===== config.mk =====
export PLATFORM = sky130hd
export DESIGN_NAME = popcount_seq_ctrl
export DESIGN_NICKNAME = d
export VERILOG_FILES = /design/src/rtl/popcount_seq_ctrl.sv
export SDC_FILE = /design/constraint.sdc
export NUM_CORES = 1
export LEC_CHECK = 0
export CAP_MARGIN = 20
export CORE_MARGIN = 8
export CORE_UTILIZATION = 55
export DETAILED_ROUTE_END_ITERATION = 8
export PLACE_DENSITY = 0.84
export SLEW_MARGIN = 0
export SYNTH_ARGS = -nofsm -noshare
export SYNTH_HDL_FRONTEND = slang
export SYNTH_SLANG_ARGS = --single-unit

===== constraint.sdc =====
create_clock -name clk -period 5.5 [get_ports clk]
set_input_delay 1.1 -clock clk [delete_from_list [all_inputs] [get_ports clk]]
set_output_delay 1.1 -clock clk [all_outputs]
set_load 0.01 [all_outputs]

===== src/rtl/popcount_seq_ctrl.sv =====
// popcount_seq_ctrl: counts the 1-bits of an N-bit word, C bits per clock.
// A word is accepted in IDLE, consumed over B = N/C beats in BUSY, and the
// result is held in DONE until the downstream handshake or an abort.
module popcount_seq_ctrl #(
  parameter  int N  = 32,
  parameter  int C  = 8,
  localparam int CW = $clog2(N + 1),
  localparam int B  = N / C
) (
  input  logic          clk,
  input  logic          rst,
  input  logic          in_valid,
  output logic          in_ready,
  input  logic [N-1:0]  d_in,
  input  logic          abort,
  output logic          out_valid,
  input  logic          out_ready,
  output logic [CW-1:0] count,
  output logic          busy,
  output logic [7:0]    words_done
);

  // Beat counter is at least one bit wide so the B=1 case still elaborates.
  localparam int            BW        = (B > 1) ? $clog2(B) : 1;
  localparam logic [BW-1:0] LAST_BEAT = BW'(B - 1);

  typedef enum logic [1:0] {
    IDLE,
    BUSY,
    DONE
  } state_e;

  state_e        state_q, state_d;
  logic [N-1:0]  shift_q, shift_d;
  logic [CW-1:0] acc_q, acc_d;
  logic [CW-1:0] count_q, count_d;
  logic [BW-1:0] beat_q, beat_d;
  logic [7:0]    words_q, words_d;
  logic [CW-1:0] chunk_cnt;
  logic [CW-1:0] sum;

  // Ones in the low C bits of the shift register: this beat's contribution.
  always_comb begin
    chunk_cnt = '0;
    for (int i = 0; i < C; i++) begin
      chunk_cnt = chunk_cnt + CW'(shift_q[i]);
    end
  end

  // Running total including the current beat; never exceeds N, so CW bits suffice.
  assign sum = acc_q + chunk_cnt;

  // Next-state and datapath update for the IDLE/BUSY/DONE controller.
  always_comb begin
    // NOTE: every variable gets its hold value first so no path leaves it
    // unassigned; a missing default here would infer a latch.
    state_d = state_q;
    shift_d = shift_q;
    acc_d   = acc_q;
    count_d = count_q;
    beat_d  = beat_q;
    words_d = words_q;

    case (state_q)
      IDLE: begin
        // abort has no meaning here; a valid word is taken regardless.
        if (in_valid) begin
          shift_d = d_in;
          acc_d   = '0;
          beat_d  = '0;
          state_d = BUSY;
        end
      end
      BUSY: begin
        if (abort) begin
          acc_d   = '0;
          state_d = IDLE;
        end else begin
          acc_d   = sum;
          shift_d = shift_q >> C;
          beat_d  = beat_q + BW'(1);
          if (beat_q == LAST_BEAT) begin
            count_d = sum;
            state_d = DONE;
          end
        end
      end
      DONE: begin
        // Abort takes priority: the result is dropped and not counted.
        if (abort) begin
          state_d = IDLE;
        end else if (out_ready) begin
          words_d = words_q + 8'd1;
          state_d = IDLE;
        end
      end
      default: state_d = IDLE;
    endcase
  end

  // State and datapath registers with asynchronous reset.
  always_ff @(posedge clk or posedge rst) begin
    if (rst) begin
      state_q <= IDLE;
      shift_q <= '0;
      acc_q   <= '0;
      count_q <= '0;
      beat_q  <= '0;
      words_q <= '0;
    end else begin
      // NOTE: non-blocking assignments so every flop samples the values from
      // before this edge, independent of statement order.
      state_q <= state_d;
      shift_q <= shift_d;
      acc_q   <= acc_d;
      count_q <= count_d;
      beat_q  <= beat_d;
      words_q <= words_d;
    end
  end

  assign in_ready   = (state_q == IDLE);
  assign out_valid  = (state_q == DONE);
  assign busy       = (state_q != IDLE);
  assign count      = count_q;
  assign words_done = words_q;

endmodule


# Word level (Yosys, flattened, before mapping)
# Cells that the tools add are included.
classes:
  addsub: 10
  eq_ne: 7
  n_mux: 15
  bitwise_logic: 1
  n_reduce_logical: 8
ops:
  columns: ["operator", "count"]
  rows:
  - ["$mux 32", 2]
  - ["$pmux 32 s2", 1]
  - ["$mux 2", 7]
  - ["$add 6x1->6", 2]
  - ["$mux 6", 2]
  - ["$pmux 6 s2", 1]
  - ["$reduce_and 3->1", 4]
  - ["$add 8x1->8 const B", 1]
  - ["$add 5x1->6", 1]
  - ["$add 6x6->6", 1]
  - ["$pmux 2 s3", 1]
  - ["$add 4x1->5", 1]
  - ["$add 3x1->4", 1]
  - ["$eq 2x2->1 const B", 2]
  - ["$ne 2x2->1 const B", 2]
  - ["$pmux 2 s2", 1]
  - ["$reduce_bool 2->1", 2]
  - ["$add 2x1->3", 1]
  - ["$ne 3x2->1 const B", 1]
  - ["$ne 3x3->1 const B", 1]
  - ["$add 1x1->2", 1]
  - ["$add 2x1->2 const B", 1]
  - ["$eq 2x1->1 const B", 1]
  - ["$logic_not 2->1", 1]
  - ["other kinds (2)", 2]
word_totals:
  register_bits: 56
  inputBits: 37
  output_inout_bits: 17
  wordCells: 47

# Depth between registers and ports, before layout
# Gate-level depths: netlist of the first run.
depth:
  depth_word: 10
  ltp_mapped: 11
  mapped_depth_nobuf: 11

# Worst setup path after synthesis of the first run
# Ideal clock, no wire load.
synth_path:
  path_kind: "reg-to-reg"
  from: "register shift_q[0]"
  to: "register count_q[4] (netlist: count[4])"
  setup_time_ns: 0.135
  t_arrival_ns: 3.194
  required_ns: 5.365
  setup_slack_ns: 2.171
  stages_incl_launch_ff: 11
  path_buffers: 0
  synth_period_minus_slack_ns: 3.329
  path_cell_list: "dfrtp_1 > fa_1 > inv_1 > fa_1 > fa_1 > fa_1 > fa_1 > nand2b_1 > a21oi_1 > xnor2_1 > o21ai_0"
synth_via:
  elab_chain_cells: 8
synth_lines:
  columns: ["element", "line_no", "source"]
  rows:
  - ["from (decl)", "34", "logic [N-1:0] shift_q, shift_d;"]
  - ["from (signal assigned)", "114", "shift_q <= shift_d;"]
  - ["$add 1x1->2", "46", "chunk_cnt = chunk_cnt + CW'(shift_q[i]);"]
  - ["$add 2x1->3", "46", null]
  - ["$add 3x1->4", "46", null]
  - ["$add 4x1->5", "46", null]
  - ["$add 5x1->6", "46", null]
  - ["$add 6x1->6 (2 in series)", "46", null]
  - ["$add 6x6->6", "51", "assign sum = acc_q + chunk_cnt;"]
  - ["to (signal assigned)", "116", "count_q <= count_d;"]
  - ["to (decl)", "36", "logic [CW-1:0] count_q, count_d;"]
# No other way between the ends.
# A chain may end at the register's enable or synchronous reset.

# Final worst setup path of the first run
# Same ends and word-level chain as after synthesis.

==> summary.txt, run 1 <==
Run
  • Max_cap viols: 0

Synth
  • Cells after Synth: 245
  • Synth Area per Inst: 11.0 um2
  • Synth unique cells: 33
  • Synth Cell Area: 2700 um2
  • Synth Register Bits: 56
  • Top cells by area, synth: dfrtp_1, mux2i_1, o21ai_0
  • Mapped Nets: 295
  • Post-synth top area cell: dfrtp_1
  • Sequential share of the synthesized area: 52.0%
  • Syn. warnings: 0
  • Area share of the largest cell type after synthesis: 52.0%

Die
  • Row cnt: 25
  • Die Width: 86 um
  • Placeable Area: 4720 um2
  • Ports: 54
  • Die height: 86 um
  • Initial Util: 57.1%
  • Die area: 7400 um2

Layout
  • Share of cells above drive strength 1: 6.06%
  • Antenna cells: 0
  • Commonest cells after routing, fill and taps aside: dfrtp_1, clkdlybuf4s50_1, nand2_1
  • Syn-to-layout area delta: 25.4%
  • FF+latch area: 1400 um2
  • Number of nets in the layout: 347
  • Multi-input gate area: 1190 um2
  • Final Non-Filler Cells: 364
  • Most common cell after layout, fill and taps aside: dfrtp_1
  • Fin util: 71.5%
  • FILL cells: 344

Clock tree
  • Max Root-Sink Buffers: 2
  • Total CTS buffers: 5
  • CTS Sinks: 56
  • # H-tree levels: 2
  • # Post-CTS Setup Buffers: 0
  • CTS Hold Bufs: 0
  • CTS tree: done
  • Clk_lat worst skew: 0.30 ns
  • Reg clk slew, reported paths: 0.09 ns
  • CTS resizes: 0
  • CTS Root Cell: clkbuf_8

Timing
  • Final Hold Viols: 0
  • Post-route clock period utilization: 63.8%
  • Crit path time final: 3.51 ns
  • RSZ-0062 raised after global routing: false
  • Max Slew Vio Count: 0
  • # setup viols final: 0
  • TNS Setup: 0 ns
  • Tightest Pin Transition: 0.780 ns
  • Clk_skew: 0.00334 ns
  • Slew margin rel.: 47.8%
  • Max Fclk: 285 MHz

Drt
  • Routed vias/inst: 5.12
  • Post-DRT Antenna Nets: 0
  • DRC Markers: 0
  • Iter 0 DRT Violations: 59
  • Vias: 1863
  • Detailed Route WL: 5100 um
  • DRT Pass-1 Iters: 4
  • Routed wire per std cell: 14.0 um

Worst hold path
  • Hold/Removal Path Class: flip-flop to flip-flop
  • Hold path startpoint: words_done[7]

Critical path
  • Critical path buffers and inverters: 1
  • Startpoint types: flip-flop
  • CP Max Fanout: 3
  • WP data required: 5.68 ns
  • CP cell instances: fa_1 > inv_1 > fa_1 > fa_1 > fa_1 > fa_1 > nand2b_1 > a21oi_1 > xnor2_1 > o21ai_0
  • R2R Path Start: shift_q[0]
  • CP max-delay cell: fa_1
  • Slowest Stage Delay on Critical Path: 0.53 ns
  • Crit path capture type: flip-flop
  • Cell repeated most along the worst path: fa_1
  • Critical path origin: shift_q[0]
  • Worst endpoint data arrival time: 3.69 ns
  • Critical path's top delay family: adder cells
  • CP Class: flip-flop to flip-flop

Placement
  • Placed cell count: 356
  • Routability cong.: 0.851
  • Port Buffers: 53
  • Post-DP HPWL: 3760 um

Global routing
  • Initial antenna violation count: 0
  • GR Util All Layers: 15.6%
  • Number of global-route vias before repair: 2028
  • Largest net degree at the start of global routing: 60
  • Grt total ovfl: 0
  • First-pass GRT wire length: 9250 um

Outcome
  • Outcome: complete, no violations

Power and ir drop
  • Total power draw: 1560 uW
  • PwrDens: 461 nW/um2
  • VDD IR max: 0.000253 V
  • Static Leak: 0.00160 uW
-- state kept, by name, indices dropped and copies added (netlist names) --
name        flops
acc_q           6
beat_q          2
count           6
shift_q        32
state_q         2
words_done      8
-- synth_stat cells --
library cell and n:
mux2i_1 24, clkbuf_1 6, nor3_1 1, a22o_1 10, and3_1 2, or2_2 1, buf_2 4, a31oi_1 1
o21ai_0 30, dfrtp_1 56, and4bb_1 1, o21bai_1 2, o211a_1 1, o21a_1 3, fa_1 5, nand2b_1 2
nor2b_1 2, o22ai_1 2, or2_1 2, xor2_1 2, inv_1 14, a21oi_1 2, xnor2_1 8, and2_1 1
ha_1 8, nand2_1 36, mux2_2 3, o31ai_1 3, nor3b_2 2, o21ai_1 1, nor2_1 5, buf_6 1
nand4_1 4
-- routing by layer --
layer / track usage, % / wire, um / up-vias
met5: 0 / 0 / -
met4: 4.94 / 74 / 0
met3: 5.54 / 320 / 6
met2: 25.3 / 2440 / 42
met1: 18.9 / 2270 / 868
li1: - / - / 947
-- through the flow --
step | hold slack (ns) | worst slack (ns) | area [um2]
after floorplan | 0.448 | 2.17 | 2700
after global placement | 0.459 | 2.10 | 3280
after detailed placement | 0.465 | 2.00 | 3280
after CTS | 0.479 | 1.98 | 3360
after global routing | 0.509 | 1.83 | 3380
final | 0.472 | 1.99 | 3380
-- cell families after synthesis --
kind of cell    count (synthesis)  share of synthesized area [%]
fa+ha+maj                      13                           7.43
xor+xnor                       10                           3.25
buf+inv                        25                           3.95
simple gates                   59                           10.5
flops                          56                           52.0
mux                            27                           10.2
compound gates                 55                           12.7
-- power by group --
| group | switching [uW] | internal, uW |
|---|---|---|
| combinational | 365 | 347 |
| clock | 126 | 86.5 |
| sequential | 84.0 | 548 |
-- final cells by class --
type                            count  area share, %
Sequential cell                    56           41.5
Tap cell                           67           2.48
Multi-Input combinational cell    164           35.4
Timing Repair Buffer               56           16.7
Clock inverter                      2          0.370
Clock buffer                        5           2.04
Inverter                           14           1.55
-- path summary, 6_finish.rpt --
kind	depth (start not counted)	slack (ns)	end
min	1	0.47	words_done[7]
min in group asynchronous	3	1.30	count[2]
max in group asynchronous	3	3.75	state_q[1]
min reg2reg	1	0.47	words_done[7]
max	10	1.99	count[4]
max reg2reg	10	1.99	count[4]
(Power assumes the default switching activity.)
==> run 2: changes to the inputs <==
--- a/config.mk
+++ b/config.mk
@@ -7,9 +7,9 @@
 export LEC_CHECK = 0
 export CAP_MARGIN = 20
 export CORE_MARGIN = 8
-export CORE_UTILIZATION = 55
+export CORE_UTILIZATION = 46
 export DETAILED_ROUTE_END_ITERATION = 8
-export PLACE_DENSITY = 0.84
+export PLACE_DENSITY = 0.75
 export SLEW_MARGIN = 0
 export SYNTH_ARGS = -nofsm -noshare
 export SYNTH_HDL_FRONTEND = slang
==> constraint.sdc (replaced) <==
create_clock -name clk -period 3.2 [get_ports clk]
set_input_delay 0.64 -clock clk [delete_from_list [all_inputs] [get_ports clk]]
set_output_delay 0.64 -clock clk [all_outputs]
set_load 0.01 [all_outputs]
==> run 2 against run 1 <==
Net effect:
- the run now ends with negative setup slack left
- clock-buffer cell count did not move
- total power rose by 100%
- via count rose by 3.5%
- flip-flop and latch count did not move
- clock power rose by 120%
- maximum frequency rose by 4.3%
- hold slack improved by 0.0078 ns
- worst setup slack got worse by 2.2 ns
- die area rose by 16%
- sequential share of layout area fell by 1.8 points
- largest cell class unchanged
- highest routed layer unchanged
==> summary.txt, run 2 (synthesis gave the netlist of run 1 again) <==
Outcome
  • Outcome: complete, but fails checks
  • Failing checks: negative setup slack

Critical path
  • CP Class: flip-flop to flip-flop
  • Crit path capture type: flip-flop
  • Cell repeated most along the worst path: fa_1
  • Slowest Stage Delay on Critical Path: 0.55 ns (+0.02 ns)
  • Critical path buffers and inverters: 3 (+2)
  • Startpoint types: flip-flop
  • Critical path's top delay family: adder cells
  • Reg2Reg Capture Point: count[3]
  • CP max-delay cell: fa_1
  • CP cell instances: fa_1 > inv_2 > fa_1 > fa_1 > fa_2 > buf_4 > buf_6 > nor2b_4 > o22ai_1 > xnor2_1 > mux2_2
  • Flop-to-flop setup slack: -0.16 ns (-2.15 ns)
  • CP Max Fanout: 2 (-1)
  • Worst endpoint data arrival time: 3.57 ns (-0.12 ns)
  • Worst reg-to-reg path cell count: 11 (+1)
  • WP data required: 3.41 ns (-2.27 ns)
  • R2R Path Start: shift_q[0]

Layout
  • Final Non-Filler Cells: 378 (+3.8%)
  • Antenna cells: 0 (unchanged)
  • Top reg by flops: shift_q
  • Share of cells above drive strength 1: 10.6% (+4.5 points)
  • Most common cell after layout, fill and taps aside: dfrtp_1
  • Syn-to-layout area delta: 31.0%
  • Final Cell Area: 3530 um2 (+4.5%)
  • Commonest cells after routing, fill and taps aside: dfrtp_1, clkdlybuf4s50_1, nand2_1
  • FILL cells: 518 (+51%)
  • Max reg flops: 32 (unchanged)
  • Number of nets in the layout: 352 (+1.4%)
  • Fin util: 61.1% (-10 points)

Clock tree
  • CTS Root Cell: clkbuf_8
  • Total CTS buffers: 5 (unchanged)
  • Max Root-Sink Buffers: 2 (unchanged)
  • Clk_lat worst skew: 0.31 ns (about the same)
  • CTS tree: done
  • # H-tree levels: 2 (unchanged)
  • Reg clk slew, reported paths: 0.10 ns (about the same)
  • CTS Sinks: 56 (unchanged)

Global routing
  • Grt total ovfl: 0 (unchanged)
  • First-pass GRT wire length: 9570 um (+3.4%)
  • Initial antenna violation count: 0 (unchanged)
  • GR Util All Layers: 13.7% (-1.9 points)
  • Largest net degree at the start of global routing: 60 (unchanged)
  • Number of global-route vias before repair: 2088 (+3.0%)

Timing
  • Tightest Pin Transition: 0.589 ns (-0.190 ns)
  • Max Slew Vio Count: 0 (unchanged)
  • RSZ-0062 raised after global routing: true
  • Final worst setup slack: -0.162 ns (-2.15 ns)
  • Slew margin rel.: 60.7% (+13 points)
  • Max Fclk: 297 MHz (+4.3%)
  • Clk_skew: 0.00532 ns (+0.00198 ns)
  • Crit path time final: 3.36 ns (-0.146 ns)
  • Final Hold Viols: 0 (unchanged)
  • # setup viols final: 7 (+7)
  • Post-route clock period utilization: 105% (+41 points)
  • Fin Hold WS: 0.480 ns (+0.00776 ns)

Placement
  • Placed cell area: 3320 um2 (+1.4%)
  • Dpl ws: -0.161 ns (-2.16 ns)
  • Routability cong.: 0.782 (-8.1%)
  • Port Buffers: 53 (unchanged)
  • Placed cell count: 366 (+2.8%)
  • Post-DP HPWL: 3960 um (+5.4%)

Die
  • Die height: 92.5 um (+7.6%)
  • Die area: 8560 um2 (+16%)
  • Die Width: 92.5 um (+7.6%)
  • Initial Util: 46.6% (-10 points)
  • Placeable Area: 5780 um2 (+22%)
  • Row cnt: 28 (+12%)
  • Ports: 54 (unchanged)

Drt
  • Vias: 1929 (+3.5%)
  • Routed vias/inst: 5.10 (-0.29%)
  • Iter 0 DRT Violations: 45 (-24%)
  • Routed wire per std cell: 14.4 um (+2.6%)
  • Detailed Route WL: 5430 um (+6.5%)
  • DRT Pass-1 Iters: 4 (unchanged)
  • DRC Markers: 0 (unchanged)
  • Post-DRT Antenna Nets: 0 (unchanged)

Worst hold path
  • Hold path startpoint: count[5]
  • Hold Crit Depth: 2 (+1)
  • Hold/Removal Path Class: flip-flop to flip-flop
  • Hold path endpoint: count[5]

Run
  • Max_cap viols: 0 (unchanged)

Power and ir drop
  • PwrDens: 903 nW/um2 (+96%)
  • VDD IR max: 0.000538 V (+110%)
  • Static Leak: 0.00166 uW (+3.7%)
## run 2: power by group
part / leakage, uW / switching, uW / internal, uW
logic: 0.000877 / 769 / 863
clock network: 0.0000548 / 235 / 236
registers: 0.000728 / 142 / 942
## run 2: worst max-delay path by stage
stage	start	to	slack, ns	cells after the start
6_report	shift_q[0]	count[3]	-0.16	11
3_5_place_dp	shift_q[0]	count[4]	-0.16	10
3_3_place_gp	shift_q[0]	count[4]	-0.06	10
4_1_cts	shift_q[0]	count[4]	-0.11	10
2_1_floorplan	shift_q[0]	count[4]	-0.01	10
5_1_grt	shift_q[0]	count[3]	-0.24	11
## run 2: cell type report
type	instances	area (um2)	share of cell area (%)
clock buffers	5	68.8	1.95
clock inverters	3	46.3	1.31
inverters	14	52.6	1.49
multi-input cells	164	1240	35.3
flip-flops and latches	56	1400	39.7
well taps	75	93.8	2.66
repair buffers	61	623	17.6
## run 2: what timing repair did
item	4_1_cts	5_1_grt
endpoints found under the hold margin	0	0
resized for setup	5	8
pin swaps	3	4
setup endpoints to repair	2	9
hold buffers	0	0
buffers inserted	1	2
## run 2: worst min-delay path: stages (launching register included)
cell and delay [ns]:
dfrtp_1 0.35, nand2_1 0.05, o31ai_1 0.05
## run 2: through the flow
step / total power (uW) / setup TNS (ns)
6_report: 3190 / -0.792
5_1_grt: 3460 / -1.49
4_1_cts: 3020 / -0.242
3_5_place_dp: 2420 / -0.307
3_3_place_gp: 2330 / -0.0882
2_1_floorplan: 1990 / -0.0104
## run 2: routing by layer
metal | global-route usage, % | vias up | wire length [um]
met5 | 0 | - | 0
met4 | 4.16 | 0 | 63
met3 | 5.42 | 8 | 388
met2 | 23.2 | 43 | 2680
met1 | 15.5 | 919 | 2300
li1 | - | 959 | -
==> run 3: changes to the inputs <==
==> constraint.sdc (replaced) <==
create_clock -name clk -period 3 [get_ports clk]
set_input_delay 0.6 -clock clk [delete_from_list [all_inputs] [get_ports clk]]
set_output_delay 0.6 -clock clk [all_outputs]
set_load 0.01 [all_outputs]
==> run 3 against run 2 <==
Net effect:
- the run still ends with negative setup slack left
- final cell count up 0.53%
- clock skew up 0.0018 ns
- routed wire length down 4.1%
- register-to-register slack worse by 0.13 ns
- die area unchanged
- sequential power up 7%
- global-route usage down 0.91 points
- non-clock buffer count up 2
- highest routed layer unchanged
==> summary.txt, run 3 (synthesis gave the netlist of run 1 again) <==
Outcome
  • Outcome: complete, but fails checks
  • Failing checks: negative setup slack

Critical path
  • CP Max Fanout: 3 (+1)
  • Startpoint types: flip-flop
  • R2R Path Start: shift_q[0]
  • Crit path capture type: flip-flop
  • CP Class: flip-flop to flip-flop
  • Critical path origin: shift_q[0]
  • WP data required: 3.19 ns (-0.22 ns)
  • Worst endpoint data arrival time: 3.48 ns (-0.09 ns)

Timing
  • RSZ-0062 raised after global routing: true
  • Final Hold Viols: 0 (unchanged)
  • Tightest Pin Transition: 0.758 ns (+0.169 ns)
  • Final worst setup slack: -0.297 ns (-0.134 ns)
  • Post-route clock period utilization: 110% (+4.8 points)
  • Crit path time final: 3.30 ns (-0.0656 ns)
  • # setup viols final: 9 (+2)
  • Clk_skew: 0.00716 ns (+0.00185 ns)
  • Max Fclk: 303 MHz (+2.0%)
  • Slew margin rel.: 49.5% (-11 points)
  • Max Slew Vio Count: 0 (unchanged)

Global routing
  • Grt total ovfl: 0 (unchanged)
  • Initial antenna violation count: 0 (unchanged)
  • First-pass GRT wire length: 8990 um (-6.1%)
  • GR Util All Layers: 12.8% (-0.91 points)
  • Number of global-route vias before repair: 2022 (-3.2%)
  • Largest net degree at the start of global routing: 60 (unchanged)

Power and ir drop
  • Static Leak: 0.00166 uW (+0.29%)
  • Total power draw: 3330 uW (+4.4%)
  • PwrDens: 943 nW/um2 (+4.5%)
  • VDD IR max: 0.000432 V (-20%)

Drt
  • DRC Markers: 0 (unchanged)
  • Post-DRT Antenna Nets: 0 (unchanged)
  • Vias: 1923 (-0.31%)
  • Iter 0 DRT Violations: 44 (-2.2%)
  • Routed vias/inst: 5.06 (-0.84%)
  • Detailed Route WL: 5210 um (-4.1%)
  • Routed wire per std cell: 13.7 um (-4.6%)
  • DRT Pass-1 Iters: 4 (unchanged)

Layout
  • Antenna cells: 0 (unchanged)
  • Commonest cells after routing, fill and taps aside: dfrtp_1, clkdlybuf4s50_1, nand2_1
  • Number of nets in the layout: 354 (+0.57%)
  • Max reg flops: 32 (unchanged)
  • Most common cell after layout, fill and taps aside: dfrtp_1
  • Top reg by flops: shift_q
  • Final Cell Area: 3530 um2 (-0.11%)
  • Share of cells above drive strength 1: 11.5% (+0.91 points)
  • Fin util: 61.0% (-0.065 points)
  • FILL cells: 504 (-2.7%)
  • Syn-to-layout area delta: 30.9%

Die
  • Initial Util: 46.6% (unchanged)
  • Die Width: 92.5 um (unchanged)
  • Ports: 54 (unchanged)
  • Die height: 92.5 um (unchanged)
  • Placeable Area: 5780 um2 (unchanged)
  • Row cnt: 28 (unchanged)
  • Die area: 8560 um2 (unchanged)

Clock tree
  • # H-tree levels: 2 (unchanged)
  • Max Root-Sink Buffers: 2 (unchanged)
  • Reg clk slew, reported paths: 0.10 ns (about the same)
  • Clk_lat worst skew: 0.31 ns (about the same)
  • Total CTS buffers: 5 (unchanged)
  • CTS tree: done
  • CTS Root Cell: clkbuf_8
  • CTS Sinks: 56 (unchanged)

Run
  • Max_cap viols: 0 (unchanged)

Worst hold path
  • Hold/Removal Path Class: flip-flop to flip-flop
  • Hold path startpoint: count[5]

Placement
  • Routability cong.: 0.810 (+3.6%)
  • Post-DP HPWL: 3960 um (+0.12%)
  • Placed cell area: 3350 um2 (+0.75%)
  • Port Buffers: 53 (unchanged)
-- run 3: cell types whose count changed in the layout (fill, tap and decap cells not counted), sizes merged --
cell    change
buf         +2
clkinv      +1
inv         -1
-- run 3: final timing paths --
path | end | slack (ns) | depth (start not counted)
min in group asynchronous | shift_q[23] | 0.60 | 2
max in group asynchronous | state_q[1] | 1.78 | 3
max | acc_q[4] | -0.30 | 10
min reg2reg | count[5] | 0.48 | 2
min | count[5] | 0.48 | 2
max reg2reg | acc_q[4] | -0.30 | 10
-- run 3: area by class of cell --
cell class / count / area, um2 / share of cell area [%]
Clock buffer: 5 / 68.8 / 1.95
Clock inverter: 3 / 42.5 / 1.21
Inverter: 14 / 52.6 / 1.49
Multi-Input combinational cell: 164 / 1250 / 35.4
Sequential cell: 56 / 1400 / 39.7
Tap cell: 75 / 93.8 / 2.66
Timing Repair Buffer: 63 / 618 / 17.5
-- run 3: metrics by stage --
step | hold WS, ns | worst slack (ns) | std cells | TNS, ns
after CTS | 0.489 | -0.283 | 378 | -1.37
after global routing | 0.507 | -0.409 | 380 | -2.66
after detailed placement | 0.467 | -0.275 | 369 | -1.03
after global placement | 0.460 | -0.232 | 369 | -0.729
after floorplan | 0.448 | -0.189 | 245 | -0.360
final | 0.480 | -0.297 | 380 | -1.52
-- run 3: routing by layer --
metal  part of all wire [%]  vias to the layer above  GRT usage [%]
met4                   0.90                        0           3.22
met3                    7.1                        5           5.10
met2                     46                       43           20.9
met1                     45                      914           15.4
met5                      0                        -              0
li1                       -                      961              -
-- run 3: timing repair --
action,4_1_cts,5_1_grt
hold buffers,0,0
setup endpoints to repair,10,10
pin swaps,4,2
setup buffers,1,1
resized for setup,6,5
-- run 3: critical path, stage by stage, from the launching register on --
cell,delay (ns)
dfrtp_1,0.41
fa_1,0.53
inv_1,0.05
fa_1,0.49
fa_1,0.43
fa_2,0.37
fa_2,0.36
nand2b_4,0.16
a21oi_4,0.17
or2_1,0.13
a31oi_1,0.07
-- run 3: power breakdown --
part           total [uW]  switching (uW)  internal, uW  leakage (uW)
combinational        1680             800           882      0.000882
sequential           1160             152          1010      0.000728
clock                 486             239           247     0.0000541
